[config.mk]
export PLATFORM = sky130hd
export DESIGN_NAME = phase_detector_multi_start_stop
export DESIGN_NICKNAME = d
export VERILOG_FILES = /design/src/rtl/phase_detector_multi_start_stop.sv
export SDC_FILE = /design/constraint.sdc
export NUM_CORES = 1
export LEC_CHECK = 0
export ABC_AREA = 1
export ABC_CLOCK_PERIOD_IN_PS = 6800
export BUFFER_PORTS_ARGS = -buffer_cell sky130_fd_sc_hd__buf_2
export CAP_MARGIN = 20
export CORE_MARGIN = 8
export CORE_UTILIZATION = 45
export CTS_CLUSTER_DIAMETER = 120
export DETAILED_ROUTE_END_ITERATION = 7
export SYNTH_ARGS = -nofsm -noshare
export SYNTH_HDL_FRONTEND = slang
export SYNTH_SLANG_ARGS = --single-unit
export TNS_END_PERCENT = 30
[constraint.sdc]
create_clock -name clk_sample -period 6.8 [get_ports clk_sample]
set_input_delay 0.68 -clock clk_sample [delete_from_list [all_inputs] [get_ports clk_sample]]
set_output_delay 0.68 -clock clk_sample [all_outputs]
set_load 0.05 [all_outputs]
[src/rtl/phase_detector_multi_start_stop.sv]
// Multi-channel start/stop phase detector: a synced reference edge starts every channel's
// counter, a synced channel edge stops it, and tags are merged round-robin onto one stream.

module sync_2ff (
   input  logic clk,
   input  logic rst,
   input  logic d,
   output logic q
);
   logic meta;

   // two-stage synchronizer for an asynchronous level
   always_ff @(posedge clk) begin
      if (rst) begin
         meta <= 1'b0;
         q    <= 1'b0;
      end else begin
         meta <= d;
         q    <= meta;
      end
   end
endmodule

module phase_detector_multi_start_stop #(
   parameter  int NUM_CH           = 4,
   parameter  int PHASE_COUNT_SIZE = 28,
   parameter  int DROP_COUNT_SIZE  = 16,
   localparam int CH_W             = (NUM_CH > 1) ? $clog2(NUM_CH) : 1
) (
   input  logic                        clk_sample,
   input  logic                        rst,
   input  logic                        en,
   input  logic                        clk_ref,
   input  logic [NUM_CH-1:0]           clk_in,
   output logic                        tag_valid,
   input  logic                        tag_ready,
   output logic [PHASE_COUNT_SIZE-1:0] tag,
   output logic [CH_W-1:0]             tag_ch,
   output logic                        tag_ovf,
   output logic [DROP_COUNT_SIZE-1:0]  drop_count
);
   localparam logic [PHASE_COUNT_SIZE-1:0] CNT_ZERO = {PHASE_COUNT_SIZE{1'b0}};
   localparam logic [PHASE_COUNT_SIZE-1:0] CNT_ONE  = {{(PHASE_COUNT_SIZE-1){1'b0}}, 1'b1};
   localparam logic [PHASE_COUNT_SIZE-1:0] CNT_MAX  = {PHASE_COUNT_SIZE{1'b1}};
   localparam logic [DROP_COUNT_SIZE-1:0]  DROP_MAX = {DROP_COUNT_SIZE{1'b1}};
   localparam int                          DSUM_W   = DROP_COUNT_SIZE + 5;

   typedef enum logic {S_IDLE = 1'b0, S_COUNT = 1'b1} state_t;

   logic                        ref_sync, ref_dly, ref_edge;
   logic [NUM_CH-1:0]           in_sync, in_dly, ch_edge;
   state_t                      state     [NUM_CH];
   state_t                      state_nxt [NUM_CH];
   logic [PHASE_COUNT_SIZE-1:0] cnt       [NUM_CH];
   logic [PHASE_COUNT_SIZE-1:0] cnt_nxt   [NUM_CH];
   logic [PHASE_COUNT_SIZE-1:0] cap_tag   [NUM_CH];
   logic [PHASE_COUNT_SIZE-1:0] slot_tag  [NUM_CH];
   logic [NUM_CH-1:0]           cap, cap_ovf, slot_full, slot_ovf;
   logic [CH_W-1:0]             last_ch, grant_ch;
   logic                        load, found, grant;
   logic [4:0]                  drop_num;
   logic [DSUM_W-1:0]           drop_sum;

   function automatic logic [CH_W-1:0] rr_idx(input logic [CH_W-1:0] base, input int offset);
      return CH_W'((int'(base) + offset) % NUM_CH);
   endfunction

   sync_2ff u_ref_sync (.clk(clk_sample), .rst(rst), .d(clk_ref), .q(ref_sync));

   for (genvar g = 0; g < NUM_CH; g++) begin : g_in_sync
      sync_2ff u_sync (.clk(clk_sample), .rst(rst), .d(clk_in[g]), .q(in_sync[g]));
   end

   // delay registers for rising-edge detection on the synced inputs
   always_ff @(posedge clk_sample) begin
      if (rst) begin
         ref_dly <= 1'b0;
         in_dly  <= {NUM_CH{1'b0}};
      end else begin
         ref_dly <= ref_sync;
         in_dly  <= in_sync;
      end
   end

   assign ref_edge = ref_sync & ~ref_dly;
   assign ch_edge  = in_sync & ~in_dly;

   // per-channel start/stop FSM; a restart by a lone ref edge discards the old count silently
   always_comb begin
      for (int i = 0; i < NUM_CH; i++) begin
         state_nxt[i] = state[i];
         cnt_nxt[i]   = cnt[i];
         cap[i]       = 1'b0;
         cap_tag[i]   = CNT_ZERO;
         cap_ovf[i]   = 1'b0;
         if (!en) begin
            state_nxt[i] = S_IDLE;
            cnt_nxt[i]   = CNT_ZERO;
         end else begin
            case (state[i])
               S_IDLE: begin
                  if (ref_edge && ch_edge[i]) begin
                     cap[i] = 1'b1;
                  end else if (ref_edge) begin
                     cnt_nxt[i]   = CNT_ONE;
                     state_nxt[i] = S_COUNT;
                  end else begin
                     state_nxt[i] = S_IDLE;
                  end
               end
               S_COUNT: begin
                  if (ch_edge[i]) begin
                     cap[i]     = 1'b1;
                     cap_tag[i] = cnt[i];
                     if (ref_edge) begin
                        cnt_nxt[i] = CNT_ONE;
                     end else begin
                        cnt_nxt[i]   = CNT_ZERO;
                        state_nxt[i] = S_IDLE;
                     end
                  end else if (ref_edge) begin
                     cnt_nxt[i] = CNT_ONE;
                  end else if (cnt[i] == CNT_MAX) begin
                     cap[i]       = 1'b1;
                     cap_tag[i]   = CNT_MAX;
                     cap_ovf[i]   = 1'b1;
                     cnt_nxt[i]   = CNT_ZERO;
                     state_nxt[i] = S_IDLE;
                  end else begin
                     cnt_nxt[i] = cnt[i] + CNT_ONE;
                  end
               end
               default: begin
                  state_nxt[i] = S_IDLE;
                  cnt_nxt[i]   = CNT_ZERO;
               end
            endcase
         end
      end
   end

   // channel state and counter registers
   always_ff @(posedge clk_sample) begin
      for (int i = 0; i < NUM_CH; i++) begin
         if (rst) begin
            state[i] <= S_IDLE;
            cnt[i]   <= CNT_ZERO;
         end else begin
            state[i] <= state_nxt[i];
            cnt[i]   <= cnt_nxt[i];
         end
      end
   end

   // round-robin search starting after the last granted channel
   always_comb begin
      found    = 1'b0;
      grant_ch = {CH_W{1'b0}};
      for (int k = 1; k <= NUM_CH; k++) begin
         if (!found && slot_full[rr_idx(last_ch, k)]) begin
            found    = 1'b1;
            grant_ch = rr_idx(last_ch, k);
         end else begin
            found = found;
         end
      end
   end

   assign load  = ~tag_valid | tag_ready;
   assign grant = load & found;

   // count overwrites of full slots that are not draining this cycle
   always_comb begin
      drop_num = 5'd0;
      for (int i = 0; i < NUM_CH; i++) begin
         if (cap[i] && slot_full[i] && !(grant && (grant_ch == CH_W'(i)))) begin
            drop_num = drop_num + 5'd1;
         end else begin
            drop_num = drop_num;
         end
      end
      drop_sum = {5'd0, drop_count} + {{DROP_COUNT_SIZE{1'b0}}, drop_num};
   end

   // pending slots, drop counter and output register
   always_ff @(posedge clk_sample) begin
      if (rst) begin
         for (int i = 0; i < NUM_CH; i++) begin
            slot_tag[i] <= CNT_ZERO;
         end
         slot_full  <= {NUM_CH{1'b0}};
         slot_ovf   <= {NUM_CH{1'b0}};
         drop_count <= {DROP_COUNT_SIZE{1'b0}};
         tag_valid  <= 1'b0;
         tag        <= CNT_ZERO;
         tag_ch     <= {CH_W{1'b0}};
         tag_ovf    <= 1'b0;
         last_ch    <= CH_W'(NUM_CH - 1);
      end else begin
         for (int i = 0; i < NUM_CH; i++) begin
            if (cap[i]) begin
               slot_full[i] <= 1'b1;
               slot_tag[i]  <= cap_tag[i];
               slot_ovf[i]  <= cap_ovf[i];
            end else if (grant && (grant_ch == CH_W'(i))) begin
               slot_full[i] <= 1'b0;
            end else begin
               slot_full[i] <= slot_full[i];
            end
         end
         if (drop_sum > {5'd0, DROP_MAX}) begin
            drop_count <= DROP_MAX;
         end else begin
            drop_count <= drop_sum[DROP_COUNT_SIZE-1:0];
         end
         if (grant) begin
            tag_valid <= 1'b1;
            tag       <= slot_tag[grant_ch];
            tag_ch    <= grant_ch;
            tag_ovf   <= slot_ovf[grant_ch];
            last_ch   <= grant_ch;
         end else if (load) begin
            tag_valid <= 1'b0;
         end else begin
            tag_valid <= tag_valid;
         end
      end
   end
endmodule

# --- Word-level counts from Yosys, hierarchy flattened ---
# Memories as Yosys holds them, arrays and structs flattened. A register that Yosys moved wholly into a read port is not among the register bits.
# Index checks and enable logic that the tools add are counted.
classes:
  addsub: 12
  magnitude_cmp: 6
  n_eq_ne: 7
  muxes: 170
  bitwise_logic: 23
  reduce_logical: 32
ops:
  columns: ["cell", "n"]
  rows:
  - ["28-bit 2-to-1 mux", 52]
  - ["28-bit case mux with 2 select lines", 4]
  - ["28-bit by 1-bit adder with 28-bit output, second input constant", 4]
  - ["28-bit == test, second input constant", 4]
  - ["1-bit 2-to-1 mux", 93]
  - ["1-bit logical AND", 19]
  - ["16-bit by 5-bit adder with 17-bit output", 1]
  - ["17-bit by 16-bit > comparator with 1-bit output, second input constant", 1]
  - ["16-bit 2-to-1 mux", 1]
  - ["1-bit case mux with 2 select lines", 8]
  - ["5-bit by 1-bit adder with 5-bit output, second input constant", 3]
  - ["2-bit by 3-bit < comparator with 1-bit output, second input constant", 5]
  - ["5-bit 2-to-1 mux", 3]
  - ["1-bit OR", 13]
  - ["1-bit binary-select mux with 2-bit select", 5]
  - ["2-bit nonzero test", 5]
  - ["2-bit 2-to-1 mux", 4]
  - ["1-bit zero test", 7]
  - ["1-bit inverter", 6]
  - ["2-bit by 1-bit adder with 2-bit output, second input constant", 2]
  - ["2-bit adder, second input constant", 2]
  - ["4-bit bitwise AND", 1]
  - ["2-bit == test, second input constant", 2]
  - ["4-bit inverter", 1]
  - ["other kinds (3)", 4]
totals:
  register_bits: 45
  ramBits: 228
  in_bits: 9
  memories: 3
memory_table:
  columns: ["name", "words", "word_bits", "read_ports", "rd_clocked_by_memory_dff", "write_ports", "line", "source"]
  rows:
  - ["cnt", 4, 28, 4, 0, 4, "54", "logic [PHASE_COUNT_SIZE-1:0] cnt [NUM_CH];"]
  - ["slot_tag", 4, 28, 1, 1, 4, "57", "logic [PHASE_COUNT_SIZE-1:0] slot_tag [NUM_CH];"]
  - ["state", 4, 1, 4, 0, 4, "52", "state_t state [NUM_CH];"]

# --- Depth between registers and ports, before layout ---
# Gate-level depths: netlist of the first run.
logic_depth:
  word_depth: 27
  mapped_depth: 36
  mapped_depth_nobuf: 32

# --- Modules after synthesis ---
# A second synthesis of the first run with hierarchy kept.
unflattened:
  cells_unflattened: 1952
  area_unflattened_um2: 15021.9
by_module_without_submodules:
  columns: ["module", "instances", "cells_each", "area_per_inst_um2"]
  rows:
  - ["phase_detector_multi_start_stop", 1, 1922, 14746.6]
  - ["sync_2ff", 5, 6, 55.1]

# --- Least setup slack after synthesis of the first run ---
# No wires, ideal clock.
synth_timing:
  path_kind: "reg2reg"
  from: "register last_ch[0]"
  to: "register drop_count[0]"
  setup_ps: 70
  arrival_ps: 4331
  required_time_ps: 6730
  setup_slack_ps: 2399
  stages_incl_launch_ff: 37
  path_buffers: 4
  path_cell_list: "dfxtp_1 > buf_6 > inv_4 > nand2_1 > nand2_1 > nand2_1 > nand2_1 > nand2_1 > nand2_1 > nand2_2 > inv_2 > a21oi_2 > buf_6 > buf_6 > nor2_1 > nand2_1 > nand3_1 > inv_1 > ha_1 > inv_1 > nand2_1 > nand2_1 > nand2_1 > nand2_1 > inv_1 > ha_1 > inv_1 > fa_1 > o21ai_1 > nand2_1 > nor2_1 > nand3_1 > nor2_1 > nand3_1 > nand3b_1 > buf_2 > a21oi_1"
synth_via:
  elab_chain_len: 27
  word_cells_on_any_way: 53
synth_lines:
  columns: ["element", "line", "source"]
  rows:
  - ["from (decl)", "59", "logic [CH_W-1:0] last_ch, grant_ch;"]
  - ["from (signal assigned)", "198", "last_ch <= CH_W'(NUM_CH - 1);"]
  - ["from (signal assigned)", "221", "last_ch <= grant_ch;"]
  - ["2-bit by 1-bit adder with 2-bit output", "65", "return CH_W'((int'(base) + offset) % NUM_CH);"]
  - ["1-bit binary-select mux with 2-bit select", "160", "if (!found && slot_full[rr_idx(last_ch, k)]) begin"]
  - ["1-bit 2-to-1 mux (not written as such)", "160", null]
  - ["1-bit 2-to-1 mux", "160", null]
  - ["1-bit zero test", "160", null]
  - ["1-bit logical AND", "160", null]
  - ["1-bit 2-to-1 mux", "160", null]
  - ["1-bit zero test", "160", null]
  - ["[11 not listed]", null, null]
  - ["5-bit 2-to-1 mux", "176", "if (cap[i] && slot_full[i] && !(grant && (grant_ch == CH_W'(i)))) begin"]
  - ["5-bit by 1-bit adder with 5-bit output", "177", "drop_num = drop_num + 5'd1;"]
  - ["5-bit 2-to-1 mux", "176", null]
  - ["5-bit by 1-bit adder with 5-bit output", "177", null]
  - ["5-bit 2-to-1 mux (*)", "176", null]
  - ["16-bit by 5-bit adder with 17-bit output (*)", "182", "drop_sum = {5'd0, drop_count} + {{DROP_COUNT_SIZE{1'b0}}, drop_num};"]
  - ["17-bit by 16-bit > comparator with 1-bit output", "211", "if (drop_sum > {5'd0, DROP_MAX}) begin"]
  - ["16-bit 2-to-1 mux (*)", "211", null]
  - ["to (signal assigned)", "193", "drop_count <= {DROP_COUNT_SIZE{1'b0}};"]
  - ["to (signal assigned)", "214", "drop_count <= drop_sum[DROP_COUNT_SIZE-1:0];"]
  - ["to (decl)", "40", "output logic [DROP_COUNT_SIZE-1:0] drop_count"]
# Every way passes the cells marked *; elsewhere a longest branch is shown, timed or not. The select of a mux whose other input is x is not followed.
# A chain may end at the register's enable or synchronous reset.

# --- Worst setup path in the final report of the first run ---
layout_timing:
  from: "register last_ch[0]"
  to: "register drop_count[4]"
# Same word-level chain as after synthesis.

==> reports/metrics.cfg, run 1 <==
[clock_network]
clkTransAtPathRegs_ps = 60
post_cts_setup_repair_bufs = 0
clkSinkCount = 301
insertion_delay_of_the_later_clocked_pin_in_the_worst_skew_pair_ps = 530
cts-htree-levels = 2
postCtsResizedCells = 0
clock_path_buffers = 3
tritoncts = built
ctsRootBufferMaster = clkbuf_16
cts-hold-fix-buffers = 0
num_cts_buffers = 35

[die]
core_um2 = 32450
floorplan.initialDensity_pct = 45.54
design.portCount = 57
floorplan.die_area_um2 = 38900
fp-row-count = 66
die-width_um = 197.2
fp.dieH_um = 197.2

[worst_setup_path]
critical_path.endpoint_type = register
criticalPathCategory = register to register
crit_path_arrival_time_ps = 5990
critical_path.most_common_cell = nand2_1
critical-path-max-stage-delay_ps = 610
timing.critical_path.fanout_max = 22
worst_ep_required_time_ps = 7230
worstSetupStartpointType = register
critical_path_buf_inv_count = 5
timing.critical_path.max_delay_family = simple AND/OR/NAND/NOR gates
timing.critical_path.slowest_stage_cell = nand2_1

[power]
gate_power_share_pct = 24.2
power-per-cell-area_nw_per_um2 = 316.2
switching_share_pct = 34.71
power.switching_uw = 1821
vdd_drop_max_uv = 217.6
p_seq_share_pct = 39.2
power.internal_uw = 3425
design_power_total_uw = 5247
power.leakage_uw = 0.006489
power.clock.fraction_pct = 36.7

[synthesis]
yosys.area.top_type = dfxtp_1
number_of_flops_mapped_to_enable_cells_by_yosys = 112
synth.avg_cell_area_um2 = 7.767
synth_area_leaders = dfxtp_1 (26%), edfxtp_1 (23%), nor2_1 (9.3%), nand2_1 (7.1%), inv_1 (5.6%)
synthesis.instances = 1903
postSynthRegisterBits = 301
synth_top_area_share_pct = 25.60
synth_cell_type_count = 55
yosysMostFrequentCell = nor2_1
ys_seq_area_share_pct = 48.35
yosys-top-cells-count = nor2_1 (366), nand2_1 (281), inv_1 (222), dfxtp_1 (189), a21oi_1 (159)
yosys_most_used_dff = dfxtp_1
post_synthesis_cell_area_um2 = 14780
synth.net_count = 1925
async_reset_ff_share_pct = 0
number_of_warning_messages_in_the_yosys_log = 0

[placement]
port_buffers = 56
finalWeightedCongestion = 0.9042
post_place_setup_slack_ps = 1315
cell_count_post_placement = 2345
dp_hpwl_um = 29270

[sta]
max_slew_margin_pct = 44.44
timing_max_transition_violations_final = 0
fin_crit_ps = 5560
timing.final.crit_share_pct = 81.77
tns_ps = 0
fmax_mhz = 179.8
final.setup_skew_ps = 16.88
total_of_endpoints_with_negative_setup_slack_in_the_final_report = 0
finalHoldViolCount = 0
setup_slack_ps = 1240
tightestPinTransition_ps = 831.4
rsz0062_at_grt = no

[detailed_routing]
drc = 0
routed_wl_um = 40440
ant_nets = 0
routedWlPerCell_um = 16.78
avgViaCountPerCell = 5.270
dr.first_iter.drc_count = 1232
count_of_vias_placed_by_the_detailed_router = 12700
drt_pre_antenna_iters = 6

[final_layout]
layout-drive-gt1-share_pct = 10.57
layout_utilization_pct = 51.13
insertedDiodeCount = 0
nets = 1963
syn_to_final_growth_pct = 12.26
final_cells = 2410

[global_routing]
grt_antenna_before_repair = 0
gr-usage-all-layers_pct = 20.54
pin_count_of_the_biggest_net_entering_global_routing = 81
remaining_global_route_overflow = 0
first_global_vias = 11860
global_route_wire_length_before_repair_um = 64430

[min_path]
holdCritPathClass = input port to register

[job]
drv_cap = 0

[status]
run_status = complete, no violations

-- worst paths after layout --
path,slack (ps),to,cells past startpoint,start
worst min-delay path,370,g_in_sync[3].u_sync.meta$_SDFF_PP0_,3,clk_in[3]
worst min register to register,410,g_in_sync[3].u_sync.q$_SDFF_PP0_,2,g_in_sync[3].u_sync.meta$_SDFF_PP0_
worst max register to register,1240,drop_count[4]$_SDFF_PP0_,29,last_ch[0]$_SDFFE_PP1P_
worst max-delay path,1240,drop_count[4]$_SDFF_PP0_,29,last_ch[0]$_SDFFE_PP1P_
-- registers in the layout (all words and copies together) (netlist names), 16 cells and up --
register	count
cnt	112
slot_tag	112
tag	28
drop_count	16
-- placed cells by master (no fill, tap or decap), types with 10 or more instances in the layout --
master | netlist | final
inv_1 | 222 | 222
a211oi_1 | 10 | 10
nor3_1 | 58 | 57
buf_4 | 5 | 15
or2_2 | 10 | 10
nor4_1 | 12 | 12
clkbuf_16 | 0 | 37
xor2_1 | 51 | 51
edfxtp_1 | 112 | 112
nor2_2 | 13 | 15
nor2_1 | 366 | 364
nand4_1 | 42 | 42
inv_2 | 16 | 16
dfxtp_1 | 189 | 189
o21ai_1 | 34 | 34
buf_2 | 24 | 56
nand3_1 | 87 | 87
o21ai_0 | 69 | 69
nand2_2 | 11 | 11
a21oi_1 | 159 | 159
nand2_1 | 281 | 281
ha_1 | 12 | 12
-- through the flow --
stage | hold WS, ps | cell area, um2
detailed placement | 399.2 | 15400
global route | 364.7 | 16590
floorplan | 388.3 | 14780
CTS | 348.2 | 16580
finish | 365.9 | 16590
global placement | 395.8 | 15370
-- power groups by stage --
stage	Sequential (uW)	Clock, uW	Combinational, uW
global placement	2090	0	1250
global route	2060	2030	1400
finish	2060	1920	1270
detailed placement	2090	0	1260
CTS	2060	1950	1260
floorplan	2300	0	714
-- cell type report --
cell class                 instances  area (um2)
sequential                       301        7147
inverter                         240       903.4
fill                            3170       15860
tap                              442       553.0
clock buffer                      47        1003
timing repair buffer              73       435.4
multi-input combinational       1290        6376
clock inverter                    17       173.9
-- tightest hold or removal path, delay by kind of cell --
family	cells	cell delay [ps]
buf+inv	2	100
simple gates	1	60
-- metal layers --
metal / share of wire, % / global-route usage, % / vias up
li1: - / - / 6311
met5: 0 / 0 / -
met3: 6.3 / 3.509 / 64
met1: 48 / 29.38 / 5946
met4: 2.4 / 5.740 / 0
met2: 44 / 31.51 / 379
-- kinds of logic (layout without fill, tap and decap cells) --
| family | after synthesis | in the layout | share of synthesized area, % |
|---|---|---|---|
| compound gates | 308 | 308 | 11.37 |
| xor+xnor | 59 | 59 | 3.496 |
| fa+ha+maj | 13 | 13 | 1.151 |
| buf+inv | 312 | 377 | 8.575 |
| flops | 301 | 301 | 48.35 |
| mux | 1 | 1 | 0.06772 |
| other cells | 1 | 1 | 0.02537 |
| simple gates | 908 | 908 | 26.96 |
(Power assumes the default switching activity.)
==> inputs of run 2 (changes only) <==
- ABC_CLOCK_PERIOD_IN_PS: 6800 -> 5650
- clock period: 6.8 -> 5.65 ns (I/O delays scaled with it)
==> run 2 against run 1 <==
Net effect: cell count hardly changed; sequential share of layout area up 0.24 points; fmax up 12%; sequential cell count stayed put; register-to-register slack got worse by 550 ps; sequential power rose by 19%; clock skew rose by 3.6 ps.
==> reports/metrics.cfg, run 2 (synthesis gave the netlist of run 1 again) <==
[sta]
holdWs_ps = 264.4  ; was 365.9 ps
finalHoldViolCount = 0  ; unchanged
fmax_mhz = 201.8  ; was 179.8 MHz
fin_crit_ps = 4955  ; was 5560 ps
setup_slack_ps = 694.6  ; was 1240 ps
timing_max_transition_violations_final = 0  ; unchanged
max_slew_margin_pct = 27.75  ; was 44.44%
tightestPinTransition_ps = 1081  ; was 831.4 ps
total_of_endpoints_with_negative_setup_slack_in_the_final_report = 0  ; unchanged
tns_ps = 0  ; unchanged
final.setup_skew_ps = 20.49  ; was 16.88 ps
timing.final.crit_share_pct = 87.71  ; was 81.77%
rsz0062_at_grt = no  ; unchanged

[placement]
port_buffers = 56  ; unchanged
post_place_setup_slack_ps = 489.6  ; was 1315 ps
placement.cell_area_um2 = 15390  ; was 15400 um2
dp_hpwl_um = 28670  ; was 29270 um
cell_count_post_placement = 2346  ; was 2345
finalWeightedCongestion = 0.8830  ; was 0.9042

[die]
floorplan.initialDensity_pct = 45.54  ; unchanged
core_um2 = 32450  ; unchanged
die-width_um = 197.2  ; unchanged
design.portCount = 57  ; unchanged
floorplan.die_area_um2 = 38900  ; unchanged
fp.dieH_um = 197.2  ; unchanged
fp-row-count = 66  ; unchanged

[detailed_routing]
avgViaCountPerCell = 5.216  ; was 5.270
drc = 0  ; unchanged
drt_pre_antenna_iters = 5  ; was 6
routedWlPerCell_um = 16.55  ; was 16.78 um
routed_wl_um = 39860  ; was 40440 um
count_of_vias_placed_by_the_detailed_router = 12560  ; was 12.70k
dr.first_iter.drc_count = 957  ; was 1232
ant_nets = 0  ; unchanged

[final_layout]
num-fill-cells = 3191  ; was 3170
biggestRegsByFlops = cnt x112, slot_tag x112, tag x28  ; unchanged
syn_to_final_growth_pct = 11.63  ; was 12.26%
nets = 1963  ; unchanged
final_cells = 2408  ; was 2410
layout_common_cells = nor2_1 (364), nand2_1 (281), inv_1 (222)  ; unchanged
insertedDiodeCount = 0  ; unchanged
layout.cells.most_common = nor2_1  ; unchanged
layout-drive-gt1-share_pct = 10.38  ; was 10.57%
final_area_um2 = 16500  ; was 16590 um2

[clock_network]
clkSinkCount = 301  ; unchanged
cts-hold-fix-buffers = 0  ; unchanged
num_cts_buffers = 34  ; was 35
cts-htree-levels = 2  ; unchanged
clock_path_buffers = 3  ; unchanged
insertion_delay_of_the_later_clocked_pin_in_the_worst_skew_pair_ps = 510  ; was 530 ps
postCtsResizedCells = 0  ; unchanged
ctsRootBufferMaster = clkbuf_16  ; unchanged
tritoncts = built  ; unchanged
clkTransAtPathRegs_ps = 60  ; about the same

[worst_setup_path]
worst_r2r_path_depth = 31  ; was 29
critical-path-max-stage-delay_ps = 400  ; was 610 ps
worstSetupStartpointType = register  ; unchanged
crit_path_arrival_time_ps = 5380  ; was 5990 ps
worst_ep_required_time_ps = 6070  ; was 7230 ps
worst-r2r-setup-slack_ps = 690  ; was 1240 ps
worstReg2RegStart = cnt[0][1]$_SDFFE_PP0P_  ; was last_ch[0]$_SDFFE_PP1P_
timing.rr.end = drop_count[15]$_SDFF_PP0_  ; was drop_count[4]$_SDFF_PP0_
criticalPathCategory = register to register  ; unchanged
timing.critical_path.slowest_stage_cell = fa_1  ; was nand2_1
timing.critical_path.fanout_max = 15  ; was 22
critical_path.endpoint_type = register  ; unchanged
critical_path.most_common_cell = nand2_1  ; unchanged

[global_routing]
grt_antenna_before_repair = 0  ; unchanged
remaining_global_route_overflow = 0  ; unchanged
pin_count_of_the_biggest_net_entering_global_routing = 81  ; unchanged
global_route_wire_length_before_repair_um = 64030  ; was 64430 um
first_global_vias = 11750  ; was 11.86k
gr-usage-all-layers_pct = 20.33  ; was 20.54%

[power]
power.clock.fraction_pct = 35.2  ; was 36.7%
switching_share_pct = 34.96  ; was 34.71%
power.internal_uw = 4025  ; was 3425 uW
power-per-cell-area_nw_per_um2 = 375.1  ; was 316.2 nW/um2
p_seq_share_pct = 39.6  ; was 39.2%
power.leakage_uw = 0.006449  ; was 0.006489 uW
gate_power_share_pct = 25.2  ; was 24.2%
vdd_drop_max_uv = 247.9  ; was 217.6 uV
power.switching_uw = 2163  ; was 1821 uW

[min_path]
min_delay_worst_endpoint = g_in_sync[0].u_sync.meta$_SDFF_PP0_  ; was g_in_sync[3].u_sync.meta$_SDFF_PP0_
holdCritPathClass = input port to register  ; unchanged
holdPathStages = 3  ; unchanged
holdCritStartpoint = clk_in[0]  ; was clk_in[3]

[job]
drv_cap = 0  ; unchanged

[status]
run_status = complete, no violations  ; unchanged

## run 2: changes by cell type in the layout (fill, tap and decap cells not counted), moves of 2 or more
cell / before / now
clkbuf_8: 4 / 2
bufinv_16: 3 / 1
inv_6: 3 / 0
clkinv_1: 3 / 6
buf_4: 15 / 18
## run 2: worst max path at each step
stage / start / endpoint / cells after the start
2_1_floorplan: last_ch[0]$_SDFFE_PP1P_ / drop_count[0]$_SDFF_PP0_ / 36
3_3_place_gp: cnt[0][1]$_SDFFE_PP0P_ / drop_count[14]$_SDFF_PP0_ / 30
3_5_place_dp: cnt[0][1]$_SDFFE_PP0P_ / drop_count[14]$_SDFF_PP0_ / 30
4_1_cts: cnt[0][1]$_SDFFE_PP0P_ / drop_count[15]$_SDFF_PP0_ / 30
5_1_grt: cnt[0][1]$_SDFFE_PP0P_ / drop_count[3]$_SDFF_PP0_ / 31
6_report: cnt[0][1]$_SDFFE_PP0P_ / drop_count[15]$_SDFF_PP0_ / 31
## run 2: repair_timing
item | CTS | global route
endpoints found under the setup margin | 0 | 16
setup buffers | 0 | 1
endpoints found under the hold margin | 0 | 0
## run 2: power groups by stage
stage	Sequential (uW)	Combinational (uW)	Clock (uW)
floorplan	2760	859	0
finish	2450	1560	2180
global route	2460	1720	2310
CTS	2450	1570	2220
detailed placement	2500	1570	0
global placement	2500	1560	0
## run 2: routing by layer
| layer | vias up | share of wire, % | global-route usage, % |
|---|---|---|---|
| met5 | - | 0 | 0 |
| met4 | 0 | 2.5 | 5.740 |
| met3 | 67 | 5.4 | 2.862 |
| met2 | 337 | 43 | 30.94 |
| met1 | 5837 | 49 | 29.66 |
| li1 | 6320 | - | - |
## run 2: metrics by stage
step           total power [uW]  util [%]
2_1_floorplan              3623         -
3_3_place_gp               4055     47.41
3_5_place_dp               4064     47.41
4_1_cts                    6244     50.82
5_1_grt                    6497     50.84
6_report                   6188     50.84
## run 2: critical path: cells and delay by family, from the launching register on
| family | cells | cell delay, ps |
|---|---|---|
| buf+inv | 7 | 640 |
| fa+ha+maj | 4 | 1060 |
| compound gates | 4 | 660 |
| flops | 1 | 380 |
| simple gates | 16 | 2140 |
## run 2: cell type report
cell class | count | area (um2) | share of cell area (%)
Timing Repair Buffer | 74 | 415.4 | 2.518
Inverter | 240 | 903.4 | 5.475
Sequential cell | 301 | 7147 | 43.32
Tap cell | 442 | 553.0 | 3.352
Clock inverter | 16 | 107.6 | 0.6522
Multi-Input combinational cell | 1290 | 6376 | 38.64
Clock buffer | 45 | 997.2 | 6.044
==> inputs of run 3 (changes only) <==
- SYNTH_HIERARCHICAL: unset -> 1
==> run 3 against run 2 <==
Net effect: combinational power is 9% higher; routed wire length is 0.17% higher; power is 4.1% higher; fmax is 3.2% higher; non-clock buffer count is 1 lower; sequential power hardly changed; synthesized cell count is 2.6% higher; critical path depth is 5 lower; worst setup slack better by 150 ps; clock skew is 1.2 ps higher; sequential cell count stayed put; die area is 1.5% higher; critical path type unchanged; highest routed layer unchanged.
==> reports/metrics.cfg, run 3 <==
[synthesis]
synth_top_family_by_area = simple AND/OR/NAND/NOR gates  ; unchanged
number_of_warning_messages_in_the_yosys_log = 6  ; was 0
synth_simple_gate_area_share_pct = 27.94  ; was 26.96%
async_reset_ff_share_pct = 0  ; unchanged
synth_fa_ha_area_share_pct = 1.133  ; was 1.151%
yosys.area.top_type = dfxtp_1  ; unchanged
synth_top_area_share_pct = 25.19  ; was 25.60%
synth_area_leaders = dfxtp_1 (25%), edfxtp_1 (22%), nor2_1 (8.8%), nand2_1 (7.7%), inv_1 (6.4%)  ; was dfxtp_1 (26%), edfxtp_1 (23%), nor2_1 (9.3%), nand2_1 (7.1%), inv_1 (5.6%)
synth_compound_gate_area_share_pct = 10.80  ; was 11.37%
post_synth_mux_area_share_pct = 0  ; was 0.06772%
number_of_flops_mapped_to_enable_cells_by_yosys = 112  ; unchanged
synth_xor_area_share_pct = 2.915  ; was 3.496%
ys_seq_area_share_pct = 47.58  ; was 48.35%
synth_cell_type_count = 55  ; unchanged
synth.net_count = 1974  ; was 1925
yosys-top-cells-count = nor2_1 (353), nand2_1 (308), inv_1 (256), dfxtp_1 (189), a21oi_1 (177)  ; was nor2_1 (366), nand2_1 (281), inv_1 (222), dfxtp_1 (189), a21oi_1 (159)
yosys_most_used_dff = dfxtp_1  ; unchanged
synth.avg_cell_area_um2 = 7.696  ; was 7.767 um2
yosysMostFrequentCell = nor2_1  ; unchanged
postSynthRegisterBits = 301  ; unchanged
synthesis.instances = 1952  ; was 1903
post_synthesis_cell_area_um2 = 15020  ; was 14780 um2

[job]
drv_cap = 0  ; unchanged

[final_layout]
insertedDiodeCount = 0  ; unchanged
nets = 2011  ; was 1963
seqCellArea_um2 = 7147  ; unchanged
biggestRegsByFlops = cnt x112, slot_tag x112, tag x28  ; unchanged
multi_input_area_um2 = 6447  ; was 6376 um2
layout.cells.most_common = nor2_1  ; unchanged
syn_to_final_growth_pct = 11.82  ; was 11.63%
layout-drive-gt1-share_pct = 10.33  ; was 10.38%
num-fill-cells = 3189  ; was 3191
layout_common_cells = nor2_1 (351), nand2_1 (308), inv_1 (256)  ; was nor2_1 (364), nand2_1 (281), inv_1 (222)

[global_routing]
remaining_global_route_overflow = 0  ; unchanged
grt_antenna_before_repair = 0  ; unchanged
first_global_vias = 11940  ; was 11.75k
gr-usage-all-layers_pct = 20.18  ; was 20.33%
pin_count_of_the_biggest_net_entering_global_routing = 64  ; was 81
global_route_wire_length_before_repair_um = 63870  ; was 64030 um

[worst_setup_path]
timing.rr.end = drop_count[7]$_SDFF_PP0_  ; was drop_count[15]$_SDFF_PP0_
critical-path-max-stage-delay_ps = 410  ; was 400 ps
crit_path_arrival_time_ps = 5230  ; was 5380 ps
worst_ep_required_time_ps = 6070  ; about the same
worst_r2r_path_depth = 26  ; was 31
critical_path.most_common_cell = nand2_1  ; unchanged
criticalPathCategory = register to register  ; unchanged
timing.critical_path.slowest_stage_cell = dfxtp_1  ; was fa_1
worstReg2RegStart = cnt[0][0]$_SDFFE_PP0P_  ; was cnt[0][1]$_SDFFE_PP0P_
worst-r2r-setup-slack_ps = 850  ; was 690 ps
timing.critical_path.fanout_max = 10  ; was 15
worstSetupStartpointType = register  ; unchanged
critical_path.endpoint_type = register  ; unchanged

[detailed_routing]
dr.first_iter.drc_count = 1012  ; was 957
ant_nets = 0  ; unchanged
avgViaCountPerCell = 5.150  ; was 5.216
routed_wl_um = 39930  ; was 39860 um
drc = 0  ; unchanged
routedWlPerCell_um = 16.23  ; was 16.55 um
drt_pre_antenna_iters = 6  ; was 5
count_of_vias_placed_by_the_detailed_router = 12670  ; was 12.56k

[sta]
total_of_endpoints_with_negative_setup_slack_in_the_final_report = 0  ; unchanged
setup_slack_ps = 849.2  ; was 694.6 ps
final.setup_skew_ps = 21.71  ; was 20.49 ps
fmax_mhz = 208.3  ; was 201.8 MHz
fin_crit_ps = 4801  ; was 4955 ps
tns_ps = 0  ; unchanged
holdWs_ps = 266.9  ; was 264.4 ps
timing.final.crit_share_pct = 84.97  ; was 87.71%
finalHoldViolCount = 0  ; unchanged
max_slew_margin_pct = 35.01  ; was 27.75%
timing_max_transition_violations_final = 0  ; unchanged
rsz0062_at_grt = no  ; unchanged
tightestPinTransition_ps = 974.9  ; was 1081 ps

[clock_network]
clkSinkCount = 301  ; unchanged
clkTransAtPathRegs_ps = 50  ; was 60 ps
cts-htree-levels = 2  ; unchanged
postCtsResizedCells = 0  ; unchanged
post_cts_setup_repair_bufs = 0  ; unchanged
insertion_delay_of_the_later_clocked_pin_in_the_worst_skew_pair_ps = 510  ; about the same
tritoncts = built  ; unchanged
num_cts_buffers = 35  ; was 34
cts-hold-fix-buffers = 0  ; unchanged
clock_path_buffers = 3  ; unchanged
ctsRootBufferMaster = clkbuf_16  ; unchanged

[die]
die-width_um = 198.7  ; was 197.2 um
floorplan.initialDensity_pct = 45.25  ; was 45.54%
floorplan.die_area_um2 = 39480  ; was 38900 um2
design.portCount = 57  ; unchanged
fp-row-count = 67  ; was 66
core_um2 = 33200  ; was 32450 um2
fp.dieH_um = 198.7  ; was 197.2 um

[placement]
port_buffers = 56  ; unchanged
post_place_setup_slack_ps = 889.9  ; was 489.6 ps
dp_hpwl_um = 28460  ; was 28670 um
finalWeightedCongestion = 0.8789  ; was 0.8830

[min_path]
min_delay_worst_endpoint = g_in_sync[2].u_sync/meta$_SDFF_PP0_  ; was g_in_sync[0].u_sync.meta$_SDFF_PP0_
holdPathStages = 3  ; unchanged
holdCritPathClass = input port to register  ; unchanged
holdCritStartpoint = clk_in[2]  ; was clk_in[0]

[power]
vdd_drop_max_uv = 298.8  ; was 247.9 uV
power-per-cell-area_nw_per_um2 = 383.5  ; was 375.1 nW/um2
power.leakage_uw = 0.006633  ; was 0.006449 uW

[status]
run_status = complete, no violations  ; unchanged

==> run 3: worst max-delay path by stage <==
stage,startpoint,endpoint,slack (ps),cells past startpoint
detailed placement,cnt[0][0]$_SDFFE_PP0P_,drop_count[15]$_SDFF_PP0_,890,28
floorplan,cnt[0][0]$_SDFFE_PP0P_,drop_count[13]$_SDFF_PP0_,1510,28
CTS,cnt[0][0]$_SDFFE_PP0P_,drop_count[7]$_SDFF_PP0_,860,26
global route,cnt[1][18]$_SDFFE_PP0P_,drop_count[7]$_SDFF_PP0_,210,22
global placement,cnt[0][0]$_SDFFE_PP0P_,drop_count[7]$_SDFF_PP0_,1110,26
finish,cnt[0][0]$_SDFFE_PP0P_,drop_count[7]$_SDFF_PP0_,850,26
==> run 3: cells by family after synthesis <==
group,Yosys count
AOI/OAI and AO/OA,296
xor gates and xnor gates,50
adders and majority gates,13
buffers and inverters,344
DFF,301
other,1
and+or+nand+nor,947
==> run 3: layout make-up <==
class | count | area share (%)
Timing Repair Buffer | 73 | 2.786
Tap cell | 448 | 3.337
Clock buffer | 47 | 5.840
Multi-Input combinational cell | 1307 | 38.38
Clock inverter | 14 | 1.035
Sequential cell | 301 | 42.55
Inverter | 271 | 6.071
==> run 3: routing by layer <==
layer  vias to the layer above  global-route usage (%)  share of wire [%]
met5                         -                       0                  0
met3                        64                   2.605                5.8
met1                      5860                   28.99                 48
li1                       6427                       -                  -
met4                         0                   6.121                2.5
met2                       322                   31.26                 44
==> run 3: stage by stage <==
step	total power (uW)	util (%)	std cells	cell area, um2
after CTS	6504	50.52	2460	16770
after detailed placement	4209	47.04	2399	15620
after global routing	6755	50.60	2461	16800
final	6442	50.60	2461	16800
after floorplan	3843	-	1952	15020
after global placement	4191	46.87	2397	15560
==> run 3: worst max-delay path: cells and delay by family (launching register included) <==
family | cells | cell delay (ps)
compound gates | 4 | 870
fa+ha+maj | 4 | 1050
buf+inv | 4 | 240
flops | 1 | 410
simple gates | 14 | 2170
==> run 3: power by group <==
group / internal [uW] / switching [uW] / total [uW]
Clock: 1400 / 887 / 2290
Sequential: 2380 / 80.8 / 2460
Combinational: 422 / 1280 / 1700
Total: 4200 / 2240 / 6440
